$ cat config.mk
export PLATFORM = sky130hd
export DESIGN_NAME = uart_tx_buffered
export DESIGN_NICKNAME = d
export VERILOG_FILES = /design/src/rtl/uart_tx_buffered.sv
export SDC_FILE = /design/constraint.sdc
export NUM_CORES = 1
export LEC_CHECK = 0
export CORE_MARGIN = 3
export CORE_UTILIZATION = 55
export DETAILED_ROUTE_END_ITERATION = 8
export GPL_ROUTABILITY_DRIVEN = 0
export PLACE_DENSITY = 0.83
export RECOVER_POWER = 25
export SYNTH_ARGS = -nofsm -noshare
export SYNTH_HDL_FRONTEND = slang
export SYNTH_SLANG_ARGS = --single-unit
$ cat constraint.sdc
create_clock -name clk -period 2.6 [get_ports clk]
set_input_delay 0.65 -clock clk [delete_from_list [all_inputs] [get_ports clk]]
set_output_delay 0.65 -clock clk [all_outputs]
set_load 0.02 [all_outputs]
$ cat src/rtl/uart_tx_buffered.sv
// Buffered 8N1 UART transmitter: byte FIFO feeding an LSB-first serialiser.
// tx, busy, flags and count are all registered outputs.
module uart_tx_buffered #(
  parameter int CLK_FREQ   = 65000000,
  parameter int BAUD       = 9600,
  parameter int FIFO_DEPTH = 16,
  parameter int STOP_BITS  = 1
) (
  input  logic                          clk,
  input  logic                          rst,
  input  logic                          wr_en,
  input  logic [7:0]                    wr_data,
  input  logic                          overflow_clr,
  output logic                          tx,
  output logic                          busy,
  output logic                          fifo_full,
  output logic                          fifo_empty,
  output logic [$clog2(FIFO_DEPTH):0]   fifo_count,
  output logic                          overflow
);
  localparam int CLKS_PER_BIT = CLK_FREQ / BAUD;
  localparam int CNT_W        = (CLKS_PER_BIT > 1) ? $clog2(CLKS_PER_BIT) : 1;
  localparam int PTR_W        = $clog2(FIFO_DEPTH);
  localparam logic [CNT_W-1:0] CNT_LAST  = CNT_W'(CLKS_PER_BIT - 1);
  localparam logic [PTR_W:0]   DEPTH_C   = (PTR_W+1)'(FIFO_DEPTH);
  localparam logic [2:0]       STOP_LAST = 3'(STOP_BITS - 1);

  typedef enum logic [1:0] {S_IDLE, S_START, S_DATA, S_STOP} state_e;

  state_e           state_q, state_d;
  logic [CNT_W-1:0] cnt_q, cnt_d;
  logic [2:0]       bit_q, bit_d;
  logic [7:0]       shift_q, shift_d;
  logic             tx_q, tx_d;
  logic             busy_q, busy_d;
  logic [7:0]       mem_q [FIFO_DEPTH];
  logic [PTR_W-1:0] rd_ptr_q, rd_ptr_d;
  logic [PTR_W-1:0] wr_ptr_q, wr_ptr_d;
  logic [PTR_W:0]   count_q, count_d;
  logic             full_q, full_d;
  logic             empty_q, empty_d;
  logic             ovf_q, ovf_d;
  logic             pop;
  logic             wr_acc;
  logic             bit_end;

  // State register
  always_ff @(posedge clk) begin
    if (rst) begin
      state_q  <= S_IDLE;
      cnt_q    <= '0;
      bit_q    <= '0;
      shift_q  <= '0;
      tx_q     <= 1'b1;
      busy_q   <= 1'b0;
      rd_ptr_q <= '0;
      wr_ptr_q <= '0;
      count_q  <= '0;
      full_q   <= 1'b0;
      empty_q  <= 1'b1;
      ovf_q    <= 1'b0;
    end else begin
      state_q  <= state_d;
      cnt_q    <= cnt_d;
      bit_q    <= bit_d;
      shift_q  <= shift_d;
      tx_q     <= tx_d;
      busy_q   <= busy_d;
      rd_ptr_q <= rd_ptr_d;
      wr_ptr_q <= wr_ptr_d;
      count_q  <= count_d;
      full_q   <= full_d;
      empty_q  <= empty_d;
      ovf_q    <= ovf_d;
    end
  end

  // Storage needs no reset: the pointers alone define what is queued.
  always_ff @(posedge clk) begin
    if (wr_acc) mem_q[wr_ptr_q] <= wr_data;
  end

  // FIFO bookkeeping; a dropped write flags overflow even when a pop frees a slot.
  always_comb begin
    wr_acc   = wr_en & ~full_q;
    wr_ptr_d = wr_ptr_q + PTR_W'(wr_acc);
    rd_ptr_d = rd_ptr_q + PTR_W'(pop);
    count_d  = count_q + (PTR_W+1)'(wr_acc) - (PTR_W+1)'(pop);
    full_d   = (count_d == DEPTH_C);
    empty_d  = (count_d == '0);
    ovf_d    = (wr_en & full_q) | (ovf_q & ~overflow_clr);
  end

  // Next-state logic
  always_comb begin
    state_d = state_q;
    cnt_d   = cnt_q;
    bit_d   = bit_q;
    shift_d = shift_q;
    pop     = 1'b0;
    bit_end = (cnt_q == CNT_LAST);
    case (state_q)
      S_IDLE: begin
        if (!empty_q) begin
          pop     = 1'b1;
          shift_d = mem_q[rd_ptr_q];
          cnt_d   = '0;
          bit_d   = '0;
          state_d = S_START;
        end
      end
      S_START: begin
        if (bit_end) begin
          cnt_d   = '0;
          state_d = S_DATA;
        end else begin
          cnt_d = cnt_q + CNT_W'(1);
        end
      end
      S_DATA: begin
        if (bit_end) begin
          cnt_d   = '0;
          shift_d = {1'b0, shift_q[7:1]};
          if (bit_q == 3'd7) begin
            bit_d   = '0;
            state_d = S_STOP;
          end else begin
            bit_d = bit_q + 3'd1;
          end
        end else begin
          cnt_d = cnt_q + CNT_W'(1);
        end
      end
      S_STOP: begin
        if (bit_end) begin
          cnt_d = '0;
          if (bit_q == STOP_LAST) state_d = S_IDLE;
          else                    bit_d   = bit_q + 3'd1;
        end else begin
          cnt_d = cnt_q + CNT_W'(1);
        end
      end
      default: state_d = S_IDLE;
    endcase
  end

  // Outputs are computed from next state so tx/busy come straight from flops.
  always_comb begin
    case (state_d)
      S_START: tx_d = 1'b0;
      S_DATA:  tx_d = shift_d[0];
      default: tx_d = 1'b1;
    endcase
    busy_d = (state_d != S_IDLE) | ~empty_d;
  end

  assign tx         = tx_q;
  assign busy       = busy_q;
  assign fifo_full  = full_q;
  assign fifo_empty = empty_q;
  assign fifo_count = count_q;
  assign overflow   = ovf_q;
endmodule

---- After elaboration in Yosys (flattened, before gate mapping) ----
Memory sizes are Yosys's and may differ from the RTL's. A register that Yosys moved wholly into a read port is not among the register bits.
Cells that the tools add are included.
word-level totals
  bits in latches ......................... 0
  bits in read-only memories .............. 0
  memories ................................ 1
  logic and storage cells ................. 74
  output and inout port bits .............. 10
  bits in registers ....................... 44
  RAM bits ................................ 128
cells by class
  reductions and logical operators ........ 9
  $lt $le $gt $ge ......................... 0
  add/sub/neg operators ................... 6
  equal/unequal tests ..................... 12
  $mul .................................... 0
  div/mod/pow operators ................... 0
  shift-type cells ........................ 0
  bitwise operators ....................... 8
  muxes and demuxes ....................... 25
memory list
  memory  depth  width  read ports  clocked after Yosys merged registers in  wr ports  line  RTL
  mem_q   16     8      1           1                                        1         36    logic [7:0] mem_q [FIFO_DEPTH];
operators with widths
  operator               number
  $mux 13                2
  $pmux 13 s2            1
  $mux 8                 2
  $pmux 8 s2             1
  $mux 3                 5
  $add 13x1->13 const B  1
  $eq 13x13->1 const B   1
  $mux 2                 6
  $pmux 3 s3             1
  $add 4x1->4            2
  $ne 2x2->1 const B     4
  $pmux 2 s4             1
  $eq 2x2->1 const B     3
  $add 5x1->5            1
  $eq 5x5->1 const B     1
  $logic_not 5->1        1
  $reduce_and 5->1       1
  $sub 5x1->5            1
  $eq 2x1->1 const B     2
  $mux 1                 4
  $mux 4                 1
  $reduce_bool 2->1      2
  $add 3x1->3 const B    1
  $and 1x1->1            3
  other kinds (9)        12

---- Logic depth before layout (Yosys ltp) ----
  word-level depth ........................ 7
  mapped depth ............................ 13
  mapped depth without buffers ............ 12

---- Least setup slack after synthesis ----
No wires, ideal clock.
  path kind ............................... register -> register
  start point ............................. reg state_q[1]
  end point ............................... reg full_q (netlist: fifo_full)
  arrival time ............................ 2,515 ps
  slack ................................... 5 ps
  period minus slack after synthesis ...... 2,595 ps
  cell stages (with the launch flop) ...... 12
  cells stage by stage .................... dfxtp_1 > clkbuf_8 > nor3_1 > clkbuf_1 > nand2_1 > nand2_1 > ha_1 > inv_1 > fa_1 > xnor2_1 > nor4b_1 > nor3b_1
between the ends
  word-level cells in the longest chain between the ends .. 4
RTL lines
  item                    line  RTL
  start, declared         30    state_e state_q, state_d;
  start signal, assigned  63    state_q <= state_d;
  $logic_not 2->1         102   case (state_q)
  $mux 1                  102
  $sub 5x1->5             88    count_d = count_q + (PTR_W+1)'(wr_acc) - (PTR_W+1)'(pop);
  $eq 5x5->1              89    full_d = (count_d == DEPTH_C);
  end signal, assigned    72    full_q <= full_d;
  end, declared           40    logic full_q, full_d;
Every way passes these cells.
A chain may end at the register's enable or synchronous reset.

---- Final worst setup path ----
  start point ............................. in wr_en
  end point ............................... reg full_q (netlist: fifo_full)
between the ends
  word-level cells in the longest chain between the ends .. 4
RTL lines
  item             line  RTL
  start, declared  11    input logic wr_en,
  $and 1x1->1      85    wr_acc = wr_en & ~full_q;
  $add 5x1->5      88
  $sub 5x1->5      88
  $eq 5x5->1       89
Every way passes these cells.

==> impl_metrics.json <==
{
  "worstSetupEndpoint": "fifo_full$_SDFF_PP0_",
  "vdd_ir_drop_max_mv": 0.536,
  "synth.top_cell.area_share_pct": 53.7,
  "routed_wl_um": 14400,
  "leakage_nw": 2.78,
  "placed_cells": 682,
  "grt.overflow.total": 0,
  "crit_fanout": 3,
  "core_area_sq_um": 12700,
  "register_area_sq_um": 4730,
  "clock_power_share_pct": 31.7,
  "grt_pass1_wl_um": 23000,
  "min_period_over_period_pct": 95.6,
  "fin_skew_ns": 0.00964,
  "seqPwrFrac_pct": 46.0,
  "cts.sinks": 172,
  "crit_path_end_kind": "flip-flop",
  "r2r-end": "tx$_SDFF_PP1_",
  "rsz0062_at_grt": "no",
  "power_density_nw_per_um2": 873,
  "swShare_pct": 28.0,
  "max_cap_viol_count": 0,
  "synthArstFlopShare_pct": 0,
  "grt_pass1_vias": 4312,
  "synth_cell_type_count": 58,
  "post_cts_buffers": 0,
  "grt_max_degree": 45,
  "clock_path_buffers": 2,
  "syn_to_final_growth_pct": 14.9,
  "p_int_mw": 5.17,
  "initialDrtViolationCount": 454,
  "power_frac_comb_pct": 22.3,
  "die_w_um": 120,
  "finalNonFillerCells": 714,
  "antenna_left": 0,
  "drc": 0,
  "synth_top_area_cell": "edfxtp_1",
  "clk_pin_slew_worst_paths_ns": 0.06,
  "fin_nets": 554,
  "fp.dieH_um": 120,
  "grt_use_total_pct": 21.2,
  "avgViaCountPerCell": 6.01,
  "layout_min_cycle_time_ns": 2.49,
  "utilization_pct": 64.8,
  "antenna_found_initial": 0,
  "crit_type": "input pin to flip-flop",
  "wire_per_inst_um": 20.2,
  "cts_buffers": 17,
  "syn_nets": 506,
  "timing.setup.tns_ns": 0,
  "status": "complete, no violations",
  "critPathArrivalTime_ns": 2.82,
  "die-area_sq_um": 14400,
  "cts_resized": 0,
  "worst_path_max_delay_cell": "clkdlybuf4s50_1",
  "critPathLaunch": "wr_en",
  "synth_edf_count": 128,
  "synth_warnings": 0,
  "final_common_cell": "edfxtp_1",
  "setup_viol_count_final": 0,
  "final_cell_mix": "128 x edfxtp_1, 43 x dfxtp_1, 41 x nor2_1",
  "holdBufCountCts": 0,
  "ios": 22,
  "port_buffers": 21,
  "synth_area_sq_um": 7150,
  "syn_inst": 481,
  "synth_area_leaders": "edfxtp_1 54%, dfxtp_1 12%, mux4_2 9.1%",
  "drive_gt1_share_pct": 17.9,
  "r2r_start": "rd_ptr_q[2]$_SDFF_PP0_",
  "start_kind": "input pin",
  "finalMaxSlewViolations": 0,
  "hold_class": "flip-flop to flip-flop",
  "clockRootBuffer": "clkbuf_16",
  "syn_avg_cell_area_sq_um": 14.9,
  "crit_path_cell_trace": "clkdlybuf4s50_1, nand2b_1, inv_1, nand2_1, nand2_1, ha_1, inv_1, fa_1, xnor2_1, nor4b_1, buf_4, nor3b_1",
  "first_pass_iters": 6,
  "vias": 4294,
  "hold_violations": 0,
  "n_antenna_cell": 0,
  "r2r.worst_path.cells": 5,
  "r2r_slack_ns": 0.22,
  "n_fill_cell": 876,
  "net-switching-power_mw": 2.01,
  "start_util_pct": 56.5,
  "ys_seq_area_share_pct": 66.0,
  "multi_input_area_sq_um": 2220,
  "dp_hpwl_um": 9290,
  "rows": 41,
  "max_freq_ghz": 0.402,
  "synth_flop_cell": "edfxtp_1",
  "max_slew_margin_pct": 51.9,
  "cts_tree": "built",
  "tightest_slew_ns": 0.721,
  "htreeDepth": 4,
  "synth-seq-cells": 172,
  "clock_latency_ns": 0.42,
  "critPathRequiredTime_ns": 2.94,
  "slowest_delay_ns": 0.49
}
-- state kept, by name (all words and copies together), names as in the netlist --
signal	count
fifo_full	1
fifo_count	5
tx	1
busy	1
cnt_q	13
wr_ptr_q	4
shift_q	8
bit_q	3
state_q	2
mem_q	128
overflow	1
fifo_empty	1
rd_ptr_q	4
-- critical path, delay by kind of cell --
kind | cells | cell delay (ns)
xor gates and xnor gates | 1 | 0.16
buffers and inverters | 4 | 0.82
and+or+nand+nor | 5 | 0.64
adders and majority gates | 2 | 0.56
-- per-layer routing --
layer	vias to the layer above	global-route usage [%]	part of all wire, %
li1	1955	-	-
met4	0	7.87	1.5
met5	-	0	0
met3	19	4.62	5.7
met1	2164	26.7	40
met2	156	36.3	53
-- per-stage QoR --
step,setup WS (ns),hold WS (ns),power [mW],instance area [sq um]
finish,0.114,0.488,7.17,8220
global route,0.00330,0.505,7.49,8220
CTS,0.141,0.499,7.24,8220
floorplan,0.00509,0.452,4.42,7150
global placement,-0.233,0.461,4.88,7690
detailed placement,-0.297,0.487,4.96,7690
-- worst min-delay path by stage --
stage	startpoint	to	slack [ns]	cells after the start
2_1_floorplan	cnt_q[9]$_SDFFE_PP0P_	cnt_q[9]$_SDFFE_PP0P_	0.45	1
3_3_place_gp	overflow$_SDFF_PP0_	overflow$_SDFF_PP0_	0.46	2
3_5_place_dp	cnt_q[12]$_SDFFE_PP0P_	cnt_q[12]$_SDFFE_PP0P_	0.49	2
4_1_cts	overflow$_SDFF_PP0_	overflow$_SDFF_PP0_	0.50	2
5_1_grt	overflow$_SDFF_PP0_	overflow$_SDFF_PP0_	0.51	2
6_report	overflow$_SDFF_PP0_	overflow$_SDFF_PP0_	0.49	2
-- power groups by stage --
stage / sequential (mW) / combinational (mW) / clock, mW
floorplan: 3.35 / 1.08 / 0
global placement: 3.34 / 1.54 / 0
detailed placement: 3.36 / 1.60 / 0
CTS: 3.30 / 1.61 / 2.32
global route: 3.32 / 1.74 / 2.43
finish: 3.30 / 1.60 / 2.27
-- logic make-up (layout without fill, tap and decap cells) --
logic type               Yosys count  count (layout)  share of synthesized area, %
XOR/XNOR                           9               9                          1.10
AO/OA/AOI/OAI                     86              86                          7.91
flip-flops                       172             172                          66.0
adder cells (fa/ha/maj)           13              13                          2.38
AND/OR/NAND/NOR                  122             122                          8.83
buffers and inverters             38              99                          2.89
multiplexers                      41              41                          10.8
-- cell type report --
class / instances / area share, %
Tap cell: 172 / 2.62
Inverter: 14 / 0.640
Clock inverter: 10 / 1.04
Timing Repair Buffer: 53 / 5.74
Sequential cell: 172 / 57.5
Multi-Input combinational cell: 271 / 27.0
Clock buffer: 22 / 5.41
-- Yosys cell counts, drive strengths merged (5+ instances only) --
cell type	number
and3	7
a21oi	25
nand2	21
dfxtp	44
nor3	9
nand2b	5
xnor2	6
mux4	29
buf	10
mux2i	10
a22o	12
edfxtp	128
inv	14
o21ai	18
a22oi	8
ha	12
or3	6
nor2b	10
nand3	6
a31oi	6
clkbuf	14
nor2	41
No activity file was read; power rests on OpenSTA's default activity.
